===== config.mk =====
export PLATFORM = sky130hd
export DESIGN_NAME = grid_memory
export DESIGN_NICKNAME = d
export VERILOG_FILES = /design/src/rtl/grid_memory.sv
export SDC_FILE = /design/constraint.sdc
export NUM_CORES = 2
export LEC_CHECK = 0
export ABC_AREA = 0
export CAP_MARGIN = 30
export CORE_MARGIN = 2
export CORE_UTILIZATION = 54
export CTS_CLUSTER_DIAMETER = 150
export DETAILED_ROUTE_END_ITERATION = 16
export PLACE_DENSITY_LB_ADDON = 0.08
export SLEW_MARGIN = 20
export SYNTH_ARGS = -nofsm -noshare
export SYNTH_HDL_FRONTEND = slang
export SYNTH_SLANG_ARGS = --single-unit

===== constraint.sdc =====
create_clock -name clk -period 14.65 [get_ports clk]
set_clock_uncertainty 0.15 [all_clocks]
set_input_delay 2.1975 -clock clk [delete_from_list [all_inputs] [get_ports clk]]
set_output_delay 2.1975 -clock clk [all_outputs]
set_load 0.05 [all_outputs]

===== src/rtl/grid_memory.sv =====
// grid_memory: 32x24 playfield cell store with collision/VGA read ports and a clear sweep.
// Define GRID_BORDER_ROCK_EN to make the sweep lay a ROCK border instead of an empty board.
module grid_memory #(
    parameter int GRID_SIZE_X = 32,
    parameter int GRID_SIZE_Y = 24,
    parameter int CELL_W      = 4
) (
    input  logic              clk,
    input  logic              rst,
    input  logic [35:0]       rect_write,
    input  logic [31:0]       rect_read_addr,
    output logic [CELL_W-1:0] rect_read_in,
    input  logic [4:0]        vga_x,
    input  logic [4:0]        vga_y,
    output logic [CELL_W-1:0] vga_cell,
    input  logic              clear_req,
    output logic              clear_busy,
    output logic              oob_write
);
    localparam int NCELL = GRID_SIZE_X * GRID_SIZE_Y;
    localparam logic [CELL_W-1:0] C_NULL = '0;
    localparam logic [CELL_W-1:0] C_ROCK = CELL_W'(2);

    typedef enum logic {IDLE, SWEEP} state_t;

    state_t            state_q, state_d;
    logic [9:0]        cnt_q, cnt_d;
    logic [CELL_W-1:0] mem_q [NCELL];
    logic [CELL_W-1:0] vga_cell_q, sweep_val;
    logic              oob_q;
    logic [15:0]       wx, wy, rx, ry;
    logic              wr_ok, rd_ok;

    assign wx    = rect_write[35:20];
    assign wy    = rect_write[19:4];
    assign rx    = rect_read_addr[31:16];
    assign ry    = rect_read_addr[15:0];
    assign wr_ok = 32'(wx) < GRID_SIZE_X && 32'(wy) < GRID_SIZE_Y;
    assign rd_ok = 32'(rx) < GRID_SIZE_X && 32'(ry) < GRID_SIZE_Y;

    // Off-grid reads are walls so the controller sees the edge as ROCK
    assign rect_read_in = rd_ok ? mem_q[{ry[4:0], rx[4:0]}] : C_ROCK;
    assign vga_cell     = vga_cell_q;
    assign clear_busy   = state_q == SWEEP;
    assign oob_write    = oob_q;

`ifdef GRID_BORDER_ROCK_EN
    assign sweep_val = (cnt_q[4:0] == 5'd0 || cnt_q[4:0] == 5'(GRID_SIZE_X - 1) ||
                        cnt_q[9:5] == 5'd0 || cnt_q[9:5] == 5'(GRID_SIZE_Y - 1)) ? C_ROCK : C_NULL;
`else
    assign sweep_val = C_NULL;
`endif

    always_comb begin
        state_d = state_q;
        cnt_d   = cnt_q;
        if (clear_req) begin
            state_d = SWEEP;
            cnt_d   = '0;
        end else if (state_q == SWEEP) begin
            state_d = cnt_q == 10'(NCELL - 1) ? IDLE : SWEEP;
            cnt_d   = cnt_q == 10'(NCELL - 1) ? '0 : cnt_q + 10'd1;
        end
    end

    always_ff @(posedge clk or posedge rst) begin
        if (rst) begin
            state_q    <= SWEEP;
            cnt_q      <= '0;
            vga_cell_q <= '0;
            oob_q      <= 1'b0;
        end else begin
            state_q    <= state_d;
            cnt_q      <= cnt_d;
            vga_cell_q <= 32'(vga_y) < GRID_SIZE_Y ? mem_q[{vga_y, vga_x}] : C_NULL;
            oob_q      <= state_q == IDLE && !wr_ok;
        end
    end

    // Sweep owns the write port; controller writes in that window are dropped
    always_ff @(posedge clk) begin
        if (state_q == SWEEP)
            mem_q[cnt_q] <= sweep_val;
        else if (wr_ok)
            mem_q[{wy[4:0], wx[4:0]}] <= rect_write[CELL_W-1:0];
    end
endmodule

# Word level (Yosys, flattened, before mapping)
# Memory sizes are Yosys's and may differ from the RTL's.
# Cells that the tools add are included.
# word_totals
regBits	16
mem_bits_rw	3072
inputBits	81
output_inout_bits	10
memories	1
# op_classes
n_addsub	1
order_cmp	5
eq_ne	1
muxes	16
bitwise_logic	1
n_reduce_logical	6
# mem_list
memory	words	word_bits	rd	rd_clocked_by_memory_dff	write_ports	line_no	rtl
mem_q	768	4	2	0	1	28	logic [CELL_W-1:0] mem_q [NCELL];
# ops
operator	count
10-bit two-way mux	4
16-bit by 5-bit < comparator with 1-bit output (second input constant)	2
16-bit by 6-bit < comparator with 1-bit output (second input constant)	2
4-bit two-way mux	3
10-bit by 1-bit adder with 10-bit output (second input constant)	1
10-bit equality test (second input constant)	1
1-bit two-way mux	9
5-bit < comparator (second input constant)	1
4-bit OR reduction	1
1-bit logical AND	3
2-bit nonzero test	1
1-bit logical NOT	1
1-bit inverter	1

# Longest topological paths before layout
# logic_depth
depth_word	7
mapped_depth	13
ltp_nobuf	7

# Worst setup path after synthesis
# OpenSTA, ideal clock, no wires.
# synth_timing
path_type	input -> register
from	input port rect_write[12]
to	memory mem_q[0][0] (data pin)
setup_time_ns	2.198
arrival_ns	13.054
required_time_ns	12.302
slack_ns	-0.752
stages	5
path_buffers	1
path_cell_list	nor4_1 -> nand4_1 -> nor3_2 -> clkbuf_1 -> and2_1
# synth_via
elab_chain_cells	7
# synth_lines
element	line_no	rtl
start: declaration	10	input logic [35:0] rect_write,
16-bit by 5-bit < comparator with 1-bit output	38	assign wr_ok = 32'(wx) < GRID_SIZE_X && 32'(wy) < GRID_SIZE_Y;
1-bit logical AND	38	
1-bit two-way mux	84	else if (wr_ok)
1-bit two-way mux	82	if (state_q == SWEEP)
1-bit two-way mux (implied by the code)	85	mem_q[{wy[4:0], wx[4:0]}] <= rect_write[CELL_W-1:0];
4-bit OR reduction (no line)	--	
4-bit two-way mux (no line)	--	
end: declaration	28	
# Every way passes these cells.

# Worst setup path after layout
# layout_timing
from	input port rect_read_addr[18]
to	output port rect_read_in[0]
# layout_via
elab_chain_cells	3
word_cells_on_any_way	4
# layout_lines
element	line_no	rtl
start: declaration	11	input logic [31:0] rect_read_addr,
branches (longest 2 deep; another with memory 768 x 4 bit)	--	
4-bit two-way mux (*)	42	assign rect_read_in = rd_ok ? mem_q[{ry[4:0], rx[4:0]}] : C_ROCK;
end: declaration	12	output logic [CELL_W-1:0] rect_read_in,
# Mark *: on every way between the ends.

==> run metrics <==
total track usage 36.0%; design area 162000 µm²; die area 275000 µm²; Top delay family on crit path compound AO/OA/AOI/OAI gates; core area 270000 µm²; maxcap violations 0; worst slew pin tran 1.31 ns; max-slew violations 0; area of the multi-input gates 51000 µm²; register area share after synthesis 63.3%; post-layout util 60.1%; dpl hpwl 316 mm; GPL Wtd Cong 0.931; global route overflow 0; share of flip-flops with an asynchronous set or reset 0.518%; crit path cell chain clkbuf_8 > buf_4 > and2_1 > buf_4 > a22oi_1 > a21oi_1 > o21ai_0 > a22oi_1 > nand4_1 > a221oi_1 > clkdlybuf4s50_1; Main synth FF type edfxtp_1; final worst setup slack 3.85 ns; Max Used Layer met5; num rows 191; final hold vios 0; drt pass-1 iters 6; wire length per cell 43.0 µm; Period minus WS final 10.80 ns; WL final 495 mm; post-CTS resize count 0; IO Pins 91; RSZ-0062 raised after global routing no; Initial Util 54.2%; DP Worst Slack 4.15 ns; setup TNS 0 ns; CTS clk-pin slew, worst paths 0.07 ns; synthesized area 146000 µm²; CP Launch Type primary input; CTS tree built; WP buf/inv 4; Post-Syn Instances 7615; Die Wd 524 µm; number of DRC markers in iteration 0 14520; WL met1 177 mm; period utilisation layout 73.8%; pwr dens 117 nW/µm²; filler cell count 19360; CP peak stage delay 1.19 ns; Final setup viols 0; yosys warns 0; # Post-CTS Setup Buffers 0; crit path max-delay cell type a221oi_1; post-synthesis cell type count 78; layout cell share with drive strength beyond 1 32.1%; Synth-to-Final Area Change 11.0%; Syn Nets 7697; placed inst area 152000 µm²; met2 WL 227 mm; fin nets 7748; VDD IR-drop max 115 µV; Die Ht 524 µm; vias in the first global route 85481; metal3 WL 62.4 mm; H-tree depth 5; worst setup path category primary input to output pin; drt drc 0; clock root cell clkbuf_16; Clock Path Buffers 4; FF/Latch Area 92700 µm²; vias per std cell 7.49; hold crit path type register to register; largest net degree at the start of global routing 217; Required @ worst endpoint 12.30 ns; Port Buffers 90; critical path fanouts, max 26; first-pass GRT wire length 687 mm; Post-Syn Area per Cell 19.2 µm²; slew margin rel. 12.4%; hold_buf cts 0; post-route ant nets 0; Clock Sinks 3088; Setup crit end kind output pin; Pleak 0.0492 µW; Arrival @ worst endpoint 8.46 ns; #FFs+latches synth 3088; initial antenna violation count 26; status completed; Fmax 0.0926 GHz; number of synthesized flops with an enable pin 3072; via count 86125; worst skew pair latency 0.91 ns; CTS Buf Count 331
## synthesized netlist by cell type, types with 5 or more instances
library cell	number	area, µm²
nor3b_1	5	37.5
o211ai_1	16	120
o31ai_1	9	67.6
o22a_1	9	78.8
o221ai_1	16	140
inv_1	7	26.3
dfrtp_1	15	375
nor3_1	34	170
or2_2	11	68.8
nand2_1	187	702
nor2b_1	27	169
o2111ai_1	6	52.6
and2_1	15	93.8
edfxtp_1	3072	92200
mux2_2	22	248
a32oi_1	8	70.1
or3_1	8	50.1
o32ai_1	7	61.3
clkbuf_1	321	1200
nor2_1	853	3200
nand3b_1	14	105
buf_4	56	420
a221oi_1	15	131
o21ai_1	5	25.0
buf_1	91	342
o22ai_1	55	344
nand3_1	103	515
buf_2	164	821
buf_6	20	225
a2111oi_0	19	166
a211oi_1	45	338
nor4_1	22	138
mux4_2	1695	38200
a31oi_1	17	106
mux2i_1	243	2430
a311oi_1	5	43.8
a22o_1	16	140
a22oi_1	154	1160
o21ai_0	51	255
nand2b_1	27	169
a21oi_1	51	255
nand4_1	39	244
## layout by cell type, fill, tap and decap left out, drive strengths merged, types with 16 or more instances in the layout
master / instances
mux2i: 243
mux4: 1695
a21oi: 51
nand2b: 27
mux2: 22
o221ai: 16
a31oi: 17
nand3: 103
nand4: 39
nor2b: 27
o22ai: 55
clkinv: 130
a211oi: 45
buf: 294
a2111oi: 19
o211ai: 16
a22oi: 154
a22o: 16
clkbuf: 410
nor2: 853
inv: 19
nand2: 187
o21ai: 56
diode: 21
edfxtp: 3072
nor4: 22
nor3: 35
clkdlybuf4s50: 74
bufinv: 25
## state kept, by name (all words and copies together) (netlist names)
name / cells
clear_busy: 1
cnt_q: 10
mem_q: 3072
oob_write: 1
vga_cell: 4
## per-stage QoR
step	std cells	power (µW)	hold slack, ns
6_report	11504	19000	0.454
5_1_grt	11484	19400	0.491
4_1_cts	11463	19000	0.446
3_5_place_dp	10883	11000	0.436
3_3_place_gp	10858	11000	0.412
2_1_floorplan	7615	10500	0.377
## path summary, 6_finish.rpt
| path | from | end | slack, ns | cells after the start |
|---|---|---|---|---|
| min in group asynchronous | rst | vga_cell[3]$_DFF_PP0_ | 1.59 | 3 |
| worst max-delay path | rect_read_addr[18] | rect_read_in[0] | 3.85 | 11 |
| worst min register to register | cnt_q[7]$_DFFE_PP0P_ | cnt_q[7]$_DFFE_PP0P_ | 0.45 | 1 |
| max in group asynchronous | rst | clear_busy$_DFF_PP1_ | 12.36 | 3 |
| worst min-delay path | cnt_q[7]$_DFFE_PP0P_ | cnt_q[7]$_DFFE_PP0P_ | 0.45 | 1 |
| worst max register to register | clear_busy$_DFF_PP1_ | mem_q[160][1]$_DFFE_PP_ | 10.37 | 8 |
## power breakdown
group          total, µW  leakage [µW]  switching (µW)  internal, µW
sequential          9580        0.0284            7.61          9570
combinational       1250        0.0158             792           455
clock               8190       0.00502            3510          4680
## area by class of cell
| type | instances | share of cell area (%) |
|---|---|---|
| sequential | 3088 | 57.1 |
| multi-input combinational | 3862 | 31.4 |
| clock buffer | 408 | 5.39 |
| tap | 3570 | 2.75 |
| timing repair buffer | 370 | 2.33 |
| clock inverter | 172 | 0.955 |
| inverter | 13 | 0.0378 |
| antenna | 21 | 0.0324 |
## logic make-up after synthesis
kind of cell	Yosys count	synth area share (%)
AO/OA/AOI/OAI	535	2.62
XOR/XNOR	2	0.0120
adder cells (fa/ha/maj)	1	0.00855
buffers and inverters	665	2.09
flip-flops	3088	63.3
multiplexers	1960	27.9
AND/OR/NAND/NOR	1364	3.99
## layer usage
metal	global-route usage, %	vias up
li1	-	32699
met5	0	-
met4	17.9	4
met2	54.1	6301
met3	9.91	1085
met1	49.1	46036
Power figures use the tool's default switching activity.
